`src/rtl/axi4s_wrr_scheduler_if.sv`:
```
// Bundled AXI4-S signals for the weighted round-robin scheduler: N input
// streams (packed per stream) on one side, a single output stream on the other.
interface axi4s_wrr_scheduler_if #(
   parameter int nr_of_streams_p = 4,
   parameter int tdata_width_p   = 4,
   parameter int tid_bit_width_p = $clog2(nr_of_streams_p)
);
   logic [nr_of_streams_p-1:0]                        axi4s_i_tready;
   logic [nr_of_streams_p-1:0]                        axi4s_i_tvalid;
   logic [nr_of_streams_p-1:0]                        axi4s_i_tlast;
   logic [nr_of_streams_p-1:0][tdata_width_p*8-1:0]   axi4s_i_tdata;
   logic                                              axi4s_o_tready;
   logic                                              axi4s_o_tvalid;
   logic                                              axi4s_o_tlast;
   logic [tid_bit_width_p-1:0]                        axi4s_o_tid;
   logic [tdata_width_p*8-1:0]                        axi4s_o_tdata;

   modport slave (
      input  axi4s_i_tvalid, axi4s_i_tlast, axi4s_i_tdata, axi4s_o_tready,
      output axi4s_i_tready, axi4s_o_tvalid, axi4s_o_tlast, axi4s_o_tid, axi4s_o_tdata
   );

   modport master (
      output axi4s_i_tvalid, axi4s_i_tlast, axi4s_i_tdata, axi4s_o_tready,
      input  axi4s_i_tready, axi4s_o_tvalid, axi4s_o_tlast, axi4s_o_tid, axi4s_o_tdata
   );
endinterface

```
`src/rtl/axi4s_wrr_scheduler.sv`:
```
// Packet-granular weighted round-robin arbiter: a registered grant steers a
// combinational pass-through from one of N AXI4-S inputs to the shared output.
//
// state   | meaning
// --------+-----------------------------------------------------------------
// ST_ARB  | search from ptr for a requesting, enabled stream; no beats move
// ST_XFER | granted stream owns the output until credit runs out or it idles
//         | at a packet boundary
module axi4s_wrr_scheduler #(
   parameter int nr_of_streams_p = 4,
   parameter int tdata_width_p   = 4,
   parameter int weight_width_p  = 4,
   parameter int tid_bit_width_p = $clog2(nr_of_streams_p)
) (
   input  logic                                       clk,
   input  logic                                       rst_n,
   input  logic [nr_of_streams_p*weight_width_p-1:0]  cfg_weight,
   axi4s_wrr_scheduler_if.slave                       axi4s,
   output logic                                       grant_active,
   output logic [tid_bit_width_p-1:0]                 grant_id
);
   localparam int N  = nr_of_streams_p;
   localparam int W  = weight_width_p;
   localparam int TW = tid_bit_width_p;
   localparam int DW = tdata_width_p * 8;

   typedef enum logic {ST_ARB = 1'b0, ST_XFER = 1'b1} state_t;

   state_t          state_q, state_d;
   logic [TW-1:0]   ptr_q, ptr_d;
   logic [TW-1:0]   grant_q, grant_d;
   logic [W-1:0]    credit_q, credit_d;
   logic            mid_pkt_q, mid_pkt_d;

   logic [W-1:0]    weight_a [N];
   logic            found;
   logic [TW-1:0]   found_idx;
   logic [TW:0]     sum;
   logic [TW-1:0]   next_ptr;
   logic            sel_valid, sel_last, beat;
   logic [N-1:0]    tready_v;

   always_comb begin
      for (int i = 0; i < N; i++) begin
         weight_a[i] = cfg_weight[i*W +: W];
      end
   end

   // Rotating priority search starting at ptr, wrapping modulo N.
   always_comb begin
      found     = 1'b0;
      found_idx = '0;
      sum       = '0;
      for (int k = 0; k < N; k++) begin
         sum = {1'b0, ptr_q} + (TW+1)'(k);
         if (sum >= (TW+1)'(N)) begin
            sum = sum - (TW+1)'(N);
         end
         if (!found && axi4s.axi4s_i_tvalid[sum[TW-1:0]] && (weight_a[sum[TW-1:0]] != '0)) begin
            found     = 1'b1;
            found_idx = sum[TW-1:0];
         end
      end
   end

   assign grant_active = (state_q == ST_XFER);
   assign grant_id     = grant_q;
   assign sel_valid    = axi4s.axi4s_i_tvalid[grant_q];
   assign sel_last     = axi4s.axi4s_i_tlast[grant_q];
   assign beat         = grant_active & sel_valid & axi4s.axi4s_o_tready;
   assign next_ptr     = (grant_q == TW'(N-1)) ? '0 : grant_q + TW'(1);

   always_comb begin
      tready_v          = '0;
      tready_v[grant_q] = grant_active & axi4s.axi4s_o_tready;
   end

   assign axi4s.axi4s_i_tready = tready_v;
   assign axi4s.axi4s_o_tvalid = grant_active & sel_valid;
   assign axi4s.axi4s_o_tlast  = grant_active & sel_last;
   assign axi4s.axi4s_o_tid    = grant_q;
   assign axi4s.axi4s_o_tdata  = grant_active ? axi4s.axi4s_i_tdata[grant_q] : {DW{1'b0}};

   always_comb begin
      state_d   = state_q;
      ptr_d     = ptr_q;
      grant_d   = grant_q;
      credit_d  = credit_q;
      mid_pkt_d = mid_pkt_q;
      case (state_q)
         ST_ARB: begin
            if (found) begin
               grant_d   = found_idx;
               credit_d  = weight_a[found_idx];
               mid_pkt_d = 1'b0;
               state_d   = ST_XFER;
            end
         end
         ST_XFER: begin
            if (beat) begin
               if (sel_last) begin
                  mid_pkt_d = 1'b0;
                  credit_d  = credit_q - W'(1);
                  if (credit_q == W'(1)) begin
                     ptr_d   = next_ptr;
                     state_d = ST_ARB;
                  end
               end else begin
                  mid_pkt_d = 1'b1;
               end
            end else if (!mid_pkt_q && !sel_valid) begin
               // Idle at a packet boundary: release the grant, drop leftover credit.
               ptr_d   = next_ptr;
               state_d = ST_ARB;
            end
         end
         default: state_d = ST_ARB;
      endcase
   end

   always_ff @(posedge clk or negedge rst_n) begin
      if (!rst_n) begin
         state_q   <= ST_ARB;
         ptr_q     <= '0;
         grant_q   <= '0;
         credit_q  <= '0;
         mid_pkt_q <= 1'b0;
      end else begin
         state_q   <= state_d;
         ptr_q     <= ptr_d;
         grant_q   <= grant_d;
         credit_q  <= credit_d;
         mid_pkt_q <= mid_pkt_d;
      end
   end
endmodule

```
`src/flat_wrapper.sv`:
```
// flat-port wrapper written by rule: the top's interface ports become plain ports
module axi4s_wrr_scheduler_flat 
#(
   parameter int nr_of_streams_p = 4,
   parameter int tdata_width_p   = 4,
   parameter int weight_width_p  = 4,
   parameter int tid_bit_width_p = $clog2(nr_of_streams_p)
)
  (clk, rst_n, cfg_weight, grant_active, grant_id, axi4s_axi4s_i_tvalid, axi4s_axi4s_i_tlast, axi4s_axi4s_i_tdata, axi4s_axi4s_o_tready, axi4s_axi4s_i_tready, axi4s_axi4s_o_tvalid, axi4s_axi4s_o_tlast, axi4s_axi4s_o_tid, axi4s_axi4s_o_tdata);
  axi4s_wrr_scheduler_if #(.nr_of_streams_p(nr_of_streams_p), .tdata_width_p(tdata_width_p), .tid_bit_width_p(tid_bit_width_p)) axi4s_i ();
  input  logic clk;
  input  logic rst_n;
  input  logic [nr_of_streams_p*weight_width_p-1:0] cfg_weight;
  output logic grant_active;
  output logic [tid_bit_width_p-1:0] grant_id;
  input wire logic [$bits(axi4s_i.axi4s_i_tvalid)-1:0] axi4s_axi4s_i_tvalid;
  input wire logic [$bits(axi4s_i.axi4s_i_tlast)-1:0] axi4s_axi4s_i_tlast;
  input wire logic [$bits(axi4s_i.axi4s_i_tdata)-1:0] axi4s_axi4s_i_tdata;
  input wire logic [$bits(axi4s_i.axi4s_o_tready)-1:0] axi4s_axi4s_o_tready;
  output wire logic [$bits(axi4s_i.axi4s_i_tready)-1:0] axi4s_axi4s_i_tready;
  output wire logic [$bits(axi4s_i.axi4s_o_tvalid)-1:0] axi4s_axi4s_o_tvalid;
  output wire logic [$bits(axi4s_i.axi4s_o_tlast)-1:0] axi4s_axi4s_o_tlast;
  output wire logic [$bits(axi4s_i.axi4s_o_tid)-1:0] axi4s_axi4s_o_tid;
  output wire logic [$bits(axi4s_i.axi4s_o_tdata)-1:0] axi4s_axi4s_o_tdata;
  assign axi4s_i.axi4s_i_tvalid = axi4s_axi4s_i_tvalid;
  assign axi4s_i.axi4s_i_tlast = axi4s_axi4s_i_tlast;
  assign axi4s_i.axi4s_i_tdata = axi4s_axi4s_i_tdata;
  assign axi4s_i.axi4s_o_tready = axi4s_axi4s_o_tready;
  assign axi4s_axi4s_i_tready = axi4s_i.axi4s_i_tready;
  assign axi4s_axi4s_o_tvalid = axi4s_i.axi4s_o_tvalid;
  assign axi4s_axi4s_o_tlast = axi4s_i.axi4s_o_tlast;
  assign axi4s_axi4s_o_tid = axi4s_i.axi4s_o_tid;
  assign axi4s_axi4s_o_tdata = axi4s_i.axi4s_o_tdata;
  axi4s_wrr_scheduler #(.nr_of_streams_p(nr_of_streams_p), .tdata_width_p(tdata_width_p), .weight_width_p(weight_width_p), .tid_bit_width_p(tid_bit_width_p)) u_core (.clk(clk), .rst_n(rst_n), .cfg_weight(cfg_weight), .axi4s(axi4s_i), .grant_active(grant_active), .grant_id(grant_id));
endmodule
```
`config.mk`:
```
export PLATFORM = sky130hd
export DESIGN_NAME = axi4s_wrr_scheduler_flat
export DESIGN_NICKNAME = d
export VERILOG_FILES = /design/src/rtl/axi4s_wrr_scheduler_if.sv /design/src/rtl/axi4s_wrr_scheduler.sv /design/src/flat_wrapper.sv
export SDC_FILE = /design/constraint.sdc
export NUM_CORES = 1
export LEC_CHECK = 0
export BUFFER_PORTS_ARGS = -buffer_cell sky130_fd_sc_hd__buf_2
export CAP_MARGIN = 0
export CORE_ASPECT_RATIO = 0.5
export CORE_UTILIZATION = 39
export CTS_BUF_LIST = sky130_fd_sc_hd__clkbuf_2
export DETAILED_ROUTE_END_ITERATION = 8
export PLACE_DENSITY = 0.84
export SLEW_MARGIN = 30
export SYNTH_ARGS = -nofsm -noshare
export SYNTH_HDL_FRONTEND = slang
export SYNTH_SLANG_ARGS = --single-unit
```
`constraint.sdc`:
```
create_clock -name clk -period 3 [get_ports clk]
set_clock_uncertainty 0.05 [all_clocks]
set_input_delay 0.15 -clock clk [delete_from_list [all_inputs] [get_ports clk]]
set_output_delay 0.15 -clock clk [all_outputs]
set_load 0.02 [all_outputs]
```
# [Word level (Yosys, flattened, before mapping)]
# Cells that the tools add are included.
[op_classes] shift=0 div_mod_pow=0 n_lt_le_gt_ge=15 add_sub_neg=9 eq_ne=7 mux=63 n_reduce_logical=23 mul=0 bitwise_logic=11
[op_table] operator="$bmux 32 s2" count=1
[op_table] operator="$mux 32" count=2
[op_table] operator="$mux 4" count=13
[op_table] operator="$bmux 4 s2" count=5
[op_table] operator="$mux 2" count=13
[op_table] operator="$ge 3x3->1 const B" count=8
[op_table] operator="$mux 1" count=19
[op_table] operator="$reduce_bool 4->1" count=4
[op_table] operator="$lt 2x3->1 const B" count=5
[op_table] operator="$not 2->3" count=5
[op_table] operator="$bmux 1 s2" count=6
[op_table] operator="$logic_and 1x1->1" count=9
[op_table] operator="$pmux 4 s2" count=1
[op_table] operator="$sub 2x1->2 const B" count=4
[op_table] operator="$add 2x2->3 const B" count=2
[op_table] operator="$ne 2x2->1 const B" count=3
[op_table] operator="$logic_not 1->1" count=5
[op_table] operator="$and 1x1->1" count=4
[op_table] operator="$and 4x4->4" count=1
[op_table] operator="$eq 4x1->1 const B" count=1
[op_table] operator="$ne 2x1->1 const B" count=2
[op_table] operator="$pmux 1 s2" count=2
[op_table] operator="$reduce_and 2->1" count=2
[op_table] operator="$reduce_and 4->1" count=1
[op_table] operator="other kinds (10)" count=10
[word_totals] ff_bits=10 ram_bits=0 output_inout_bits=43 in_bits=155 latchBits=0 rom_bits=0 mem_count=0

# [Logic depth before layout (Yosys ltp)]
[depth] ltp_word=27 depth_mapped=9

# [Worst setup path after synthesis]
# Ideal clock, no wire load.
[synth_timing] path_type="register to output" startpoint="reg u_core.grant_q[0], in the netlist u_core.axi4s.axi4s_o_tid[0]" endpoint="out axi4s_axi4s_o_tdata[10]" path_buffers=2 stages_incl_launch_ff=5 arrival_time_ns=2.110 setup_slack_ns=0.690 cell_sequence="dfrtp_1 -> buf_2 -> buf_1 -> mux4_2 -> and2_1"
[synth_via] elab_chain_cells=3
[synth_rtl] element="from (decl)" line="axi4s_wrr_scheduler.sv:31" text="logic [TW-1:0] grant_q, grant_d;"
[synth_rtl] element="from (signal assigned)" line="axi4s_wrr_scheduler.sv:131" text="grant_q <= grant_d;"
[synth_rtl] element="$bmux 32 s2" line="axi4s_wrr_scheduler.sv:82" text="assign axi4s.axi4s_o_tdata = grant_active ? axi4s.axi4s_i_tdata[grant_q] : {DW{1'b0}};"
[synth_rtl] element="$mux 32 (not written as such)" line="axi4s_wrr_scheduler.sv:82"
[synth_rtl] element="$mux 32" line="axi4s_wrr_scheduler.sv:82"
[synth_rtl] element="to (decl)" line="flat_wrapper.sv:24" text="output wire logic [$bits(axi4s_i.axi4s_o_tdata)-1:0] axi4s_axi4s_o_tdata;"
# Every way passes these cells. The select of a mux whose other input is x is not followed.

# [Final worst setup path]
[layout_timing] startpoint="reg u_core.ptr_q[0]" endpoint="reg u_core.credit_q[2]"
[layout_via] elab_chain_cells=27 elab_cells_between_ends=69 classes_between="add/sub: 7; order compare: 4; eq/ne: 1; mux: 37; bitwise: 5; reduce/logical: 15"
[layout_rtl] element="from (decl)" line="axi4s_wrr_scheduler.sv:30" text="logic [TW-1:0] ptr_q, ptr_d;"
[layout_rtl] element="from (signal assigned)" line="axi4s_wrr_scheduler.sv:130" text="ptr_q <= ptr_d;"
[layout_rtl] element="$ge 2x3->1 / $sub 2x1->2 (equally long branches)" line="axi4s_wrr_scheduler.sv:56, axi4s_wrr_scheduler.sv:57"
[layout_rtl] element="$mux 2" line="axi4s_wrr_scheduler.sv:56" text="if (sum >= (TW+1)'(N)) begin"
[layout_rtl] element="$not 2->3 (not written as such)" line="axi4s_wrr_scheduler.sv:59" text="if (!found && axi4s.axi4s_i_tvalid[sum[TW-1:0]] && (weight_a[sum[TW-1:0]] != '0)) begin"
[layout_rtl] element="$bmux 4 s2" line="axi4s_wrr_scheduler.sv:59"
[layout_rtl] element="$mux 4 (not written as such) (2 in series)" line="axi4s_wrr_scheduler.sv:59"
[layout_rtl] element="$reduce_bool 4->1" line="axi4s_wrr_scheduler.sv:59"
[layout_rtl] element="$logic_and 1x1->1" line="axi4s_wrr_scheduler.sv:59"
[layout_rtl] element="$mux 1" line="axi4s_wrr_scheduler.sv:59"
[layout_rtl] element="[8 not listed]"
[layout_rtl] element="$logic_not 1->1" line="axi4s_wrr_scheduler.sv:59"
[layout_rtl] element="$logic_and 1x1->1 (2 in series)" line="axi4s_wrr_scheduler.sv:59"
[layout_rtl] element="$mux 2" line="axi4s_wrr_scheduler.sv:59"
[layout_rtl] element="$not 2->3 (not written as such)" line="axi4s_wrr_scheduler.sv:94" text="credit_d = weight_a[found_idx];"
[layout_rtl] element="$bmux 4 s2" line="axi4s_wrr_scheduler.sv:94"
[layout_rtl] element="$mux 4 (not written as such) (2 in series)" line="axi4s_wrr_scheduler.sv:94"
[layout_rtl] element="$mux 4" line="axi4s_wrr_scheduler.sv:92" text="if (found) begin"
[layout_rtl] element="$pmux 4 s2" line="axi4s_wrr_scheduler.sv:90" text="case (state_q)"
[layout_rtl] element="to (signal assigned)" line="axi4s_wrr_scheduler.sv:132" text="credit_q <= credit_d;"
[layout_rtl] element="to (decl)" line="axi4s_wrr_scheduler.sv:32" text="logic [W-1:0] credit_q, credit_d;"
# Several ways; a longest one is shown, not always the timed one. The select of a mux whose other input is x is not followed.
# A chain may end at the register's enable or synchronous reset.

==> impl_table.tex <==
\begin{tabular}{lr}
\hline
Metric & Value \\
\hline
\multicolumn{2}{l}{\textbf{Outcome}} \\
Outcome & complete, no violations \\
\multicolumn{2}{l}{\textbf{Clock network}} \\
CTS tree & built \\
Number of CTS-inserted buffers & 3 \\
Htree depth & 1 \\
Clock slew at the register clock pins of the worst setup and hold paths & 0.11 ns \\
Sink Count & 10 \\
Resized Gates After CTS & 0 \\
Clk buf depth & 2 \\
Clk Tree Root Cell & sky130\_fd\_sc\_hd\_\_clkbuf\_2 \\
Clk\_lat worst skew & 0.25 ns \\
\multicolumn{2}{l}{\textbf{Setup path}} \\
CP Buf/Inv Count & 0 \\
Slowest library cell on the worst path & sky130\_fd\_sc\_hd\_\_dfrtp\_1 \\
CP Class & flop to flop \\
Arrival time at the worst endpoint & 2.77 ns \\
Worst setup EP type & flop \\
Cell occurring most often along the worst timing path & sky130\_fd\_sc\_hd\_\_a21oi\_1 \\
Critical Path Max Stage Delay & 0.71 ns \\
Delay-heaviest family, CP & compound AO/OA/AOI/OAI gates \\
Crit path launch type & flop \\
Largest driver fanout on the critical path & 19 \\
Critical Path, Cell by Cell & o211ai\_1 > a21oi\_1 > a21oi\_1 > or4\_1 > and3b\_1 > a32o\_1 > a211oi\_2 \\
Endpoint required time on the critical path & 3.12 ns \\
\multicolumn{2}{l}{\textbf{Global routing}} \\
Initial antenna violation count & 2 \\
Overall routing resource usage & 0.2639 \\
First-pass GRT wire length & 11.67 mm \\
Number of global-route vias before repair & 2450 \\
Largest net degree at the start of global routing & 45 \\
GR Overflow Total & 0 \\
\multicolumn{2}{l}{\textbf{Placed design}} \\
Total placed cells including tap cells & 469 \\
Placed Instance Area & 3162 sq um \\
Total half-perimeter wirelength after legalization and detailed placement & 6.661 mm \\
Number of buffers inserted by port buffering & 197 \\
Placer Congestion & 0.9003 \\
\multicolumn{2}{l}{\textbf{Floorplanning}} \\
Site Rows & 18 \\
Chip width & 106.3 um \\
Vertical die dimension & 54.13 um \\
Core outline area & 5067 sq um \\
Area of the die & 5752 sq um \\
Top Ports & 198 \\
Initial Util & 0.4183 \\
\multicolumn{2}{l}{\textbf{Layout}} \\
Post-route non-filler standard cell count & 475 \\
Share of cells above drive strength 1 & 0.6114 \\
Number of nets in the finished design & 566 \\
Post-route cell area & 3194 sq um \\
Signed area change from the synthesized netlist to the final layout & 50.71\% \\
\multicolumn{2}{l}{\textbf{Detailed routing}} \\
Vias per cell & 5.467 \\
Number of nets still failing antenna checks after routing & 0 \\
DR iter-0 viols & 129 \\
Detailed-router iteration count before antenna repair & 5 \\
Total Routed Length & 7.837 mm \\
Post-detailed-route wirelength per cell & 16.50 um \\
Detailed-route via count & 2597 \\
DR DRC count & 0 \\
\multicolumn{2}{l}{\textbf{Logic synthesis}} \\
Synth Area in Simple Gates & 0.2143 \\
Count of distinct cell types in the synthesized netlist & 46 \\
Number of enable-type register cells in the synthesized netlist & 0 \\
Post-Synthesis Mean Instance Area & 9.904 sq um \\
Synthesized Nets & 375 \\
Yosys reg bits & 10 \\
Leading post-synthesis cells by cell area & sky130\_fd\_sc\_hd\_\_mux4\_2, sky130\_fd\_sc\_hd\_\_dfrtp\_1, sky130\_fd\_sc\_hd\_\_and2\_1 \\
Async SR Flop Fraction & 1.000 \\
Synthesized instance count & 214 \\
Cell type contributing the most total cell area after synthesis & sky130\_fd\_sc\_hd\_\_mux4\_2 \\
Netlist Area Pre-Place & 2120 sq um \\
Share of the synthesized area in the top cell type & 0.3613 \\
Most used flip-flop cell after synthesis & sky130\_fd\_sc\_hd\_\_dfrtp\_1 \\
Number of warning messages in the yosys log & 0 \\
Multiplexer share of the synthesized area & 0.4303 \\
Main combinational cell family by area after synthesis & multiplexers \\
Post-synthesis compound-gate area fraction & 0.1529 \\
Adder and majority cell fraction of the synthesized area & 0.03542 \\
Post-synthesis sequential area ratio & 0.1181 \\
Fraction of synthesized cell area in xor and xnor cells & 0 \\
\multicolumn{2}{l}{\textbf{Timing}} \\
Final critical path time including I/O delays and setup & 2.653 ns \\
Timing-limited maximum frequency & 377.0 MHz \\
Final number of hold-violating endpoints & 0 \\
RSZ-0062 raised after global routing & false \\
Post-route setup TNS & 0 ns \\
Max-slew violation total from the final report & 0 \\
Max transition margin & 0.5824 \\
Setup violation total in the final timing report & 0 \\
Part of the cycle the worst path needs & 0.8842 \\
Measured slew at the worst slew-check pin & 0.6264 ns \\
\multicolumn{2}{l}{\textbf{Hold path}} \\
Worst min-delay path category & input port to asynchronous set/reset pin \\
\multicolumn{2}{l}{\textbf{Power}} \\
Reported leakage power & 1.602 nW \\
Power per standard cell area & 879.4 nW/um\^{}2 \\
Worst ir drop on vdd & 0.4371 mV \\
\multicolumn{2}{l}{\textbf{Job}} \\
Maximum capacitance violations & 0 \\
\hline
\end{tabular}
==> cell families after synthesis <==
kind of cell | Yosys count
AND/OR/NAND/NOR | 80
multiplexers | 48
AO/OA/AOI/OAI | 45
buffers and inverters | 25
flip-flops | 10
adder cells (fa/ha/maj) | 6
==> worst register-to-register path: stages, from the launching register on <==
cell                       delay (ns)
sky130_fd_sc_hd__dfrtp_1         0.71
sky130_fd_sc_hd__o211ai_1        0.18
sky130_fd_sc_hd__a21oi_1         0.29
sky130_fd_sc_hd__a21oi_1         0.10
sky130_fd_sc_hd__or4_1           0.57
sky130_fd_sc_hd__and3b_1         0.25
sky130_fd_sc_hd__a32o_1          0.24
sky130_fd_sc_hd__a211oi_2        0.18
==> timing repair <==
| item | 4_1_cts | 5_1_grt |
|---|---|---|
| buffers inserted | 0 | 0 |
| hold buffers | 1 | 0 |
| hold endpoints to repair | 10 | 0 |
==> through the flow <==
step | power [mW] | hold slack (ns) | setup slack (ns) | util
6_report | 2.809 | 0.2303 | 0.3473 | 0.6304
5_1_grt | 3.043 | 0.2245 | 0.1944 | 0.6299
4_1_cts | 2.814 | 0.2261 | 0.4054 | 0.6299
3_5_place_dp | 2.729 | -0.02245 | 0.3516 | 0.6240
3_3_place_gp | 2.681 | -0.02773 | 0.4569 | 0.6240
2_1_floorplan | 2.080 | -0.1956 | 0.6902 | -
==> layer usage <==
layer	global-route usage	up-vias	share of wire
met3	0.02906	8	0.052
li1	-	1227	-
met2	0.5032	101	0.53
met4	0.02546	2	0.0055
met1	0.3428	1259	0.41
met5	0	-	0.0013
==> power breakdown <==
part           internal [mW]  switching (mW)
registers              0.202          0.0865
logic                   1.11            1.32
clock network         0.0354          0.0458
==> synth_stat cells, drive strengths merged, types with 2 or more instances <==
| master | instances |
|---|---|
| nor4 | 3 |
| o41a | 3 |
| and3 | 6 |
| dfrtp | 10 |
| nor3 | 3 |
| a21o | 2 |
| a32oi | 2 |
| o41ai | 2 |
| a21oi | 8 |
| nand2 | 11 |
| nand3 | 3 |
| ha | 6 |
| buf | 8 |
| nor2 | 8 |
| and2 | 35 |
| clkbuf | 10 |
| inv | 6 |
| mux2i | 9 |
| mux4 | 34 |
| o31ai | 2 |
| or4 | 3 |
| nand2b | 3 |
| o21ai | 14 |
| mux2 | 5 |
| o21a | 3 |
==> cell usage in the layout (no fill, tap or decap), types with 3 or more instances in the layout <==
master                     instances
sky130_fd_sc_hd__dfrtp_1           9
sky130_fd_sc_hd__a21oi_1           8
sky130_fd_sc_hd__o21ai_0           6
sky130_fd_sc_hd__nor2_1            8
sky130_fd_sc_hd__inv_1             6
sky130_fd_sc_hd__nand2_1          11
sky130_fd_sc_hd__and3_1            6
sky130_fd_sc_hd__mux2i_1           9
sky130_fd_sc_hd__nor3_1            3
sky130_fd_sc_hd__mux4_2           34
sky130_fd_sc_hd__buf_2           197
sky130_fd_sc_hd__and2_1           35
sky130_fd_sc_hd__buf_4             6
sky130_fd_sc_hd__or4_1             3
sky130_fd_sc_hd__nand3_1           3
sky130_fd_sc_hd__o41a_1            3
sky130_fd_sc_hd__mux2_1            3
sky130_fd_sc_hd__o21a_1            3
sky130_fd_sc_hd__o21ai_1           7
sky130_fd_sc_hd__nand2b_1          3
sky130_fd_sc_hd__ha_1              6
sky130_fd_sc_hd__nor4_1            3
sky130_fd_sc_hd__clkbuf_2          4
==> area by class of cell <==
type	instances	area, sq um
Clock buffer	4	20.02
Timing Repair Buffer	204	1041
Tap cell	70	87.58
Multi-Input combinational cell	179	1765
Sequential cell	10	251.5
Fill cell	446	1873
Inverter	7	26.28
Antenna cell	1	2.502
==> registers in the layout, summed over array words and instances, names as in the netlist <==
| signal | cells |
|---|---|
| u_core.axi4s.axi4s_o_tid | 2 |
| u_core.grant_active | 1 |
| u_core.credit_q | 4 |
| u_core.mid_pkt_q | 1 |
| u_core.ptr_q | 2 |
==> path summary, 6_finish.rpt <==
kind / start / endpoint / cells past startpoint / slack, ns
min in group clk: cfg_weight[7] / u_core.credit_q[3]$_DFFE_PN0P_ / 3 / 0.24
min: rst_n / u_core.ptr_q[0]$_DFFE_PN0P_ / 2 / 0.23
min reg2reg: u_core.mid_pkt_q$_DFFE_PN0P_ / u_core.mid_pkt_q$_DFFE_PN0P_ / 2 / 0.49
max reg2reg: u_core.ptr_q[0]$_DFFE_PN0P_ / u_core.credit_q[2]$_DFFE_PN0P_ / 7 / 0.35
max: u_core.ptr_q[0]$_DFFE_PN0P_ / u_core.credit_q[2]$_DFFE_PN0P_ / 7 / 0.35
max in group asynchronous: rst_n / u_core.axi4s.axi4s_o_tid[0]$_DFFE_PN0P_ / 2 / 2.45
(Power assumes the default switching activity.)
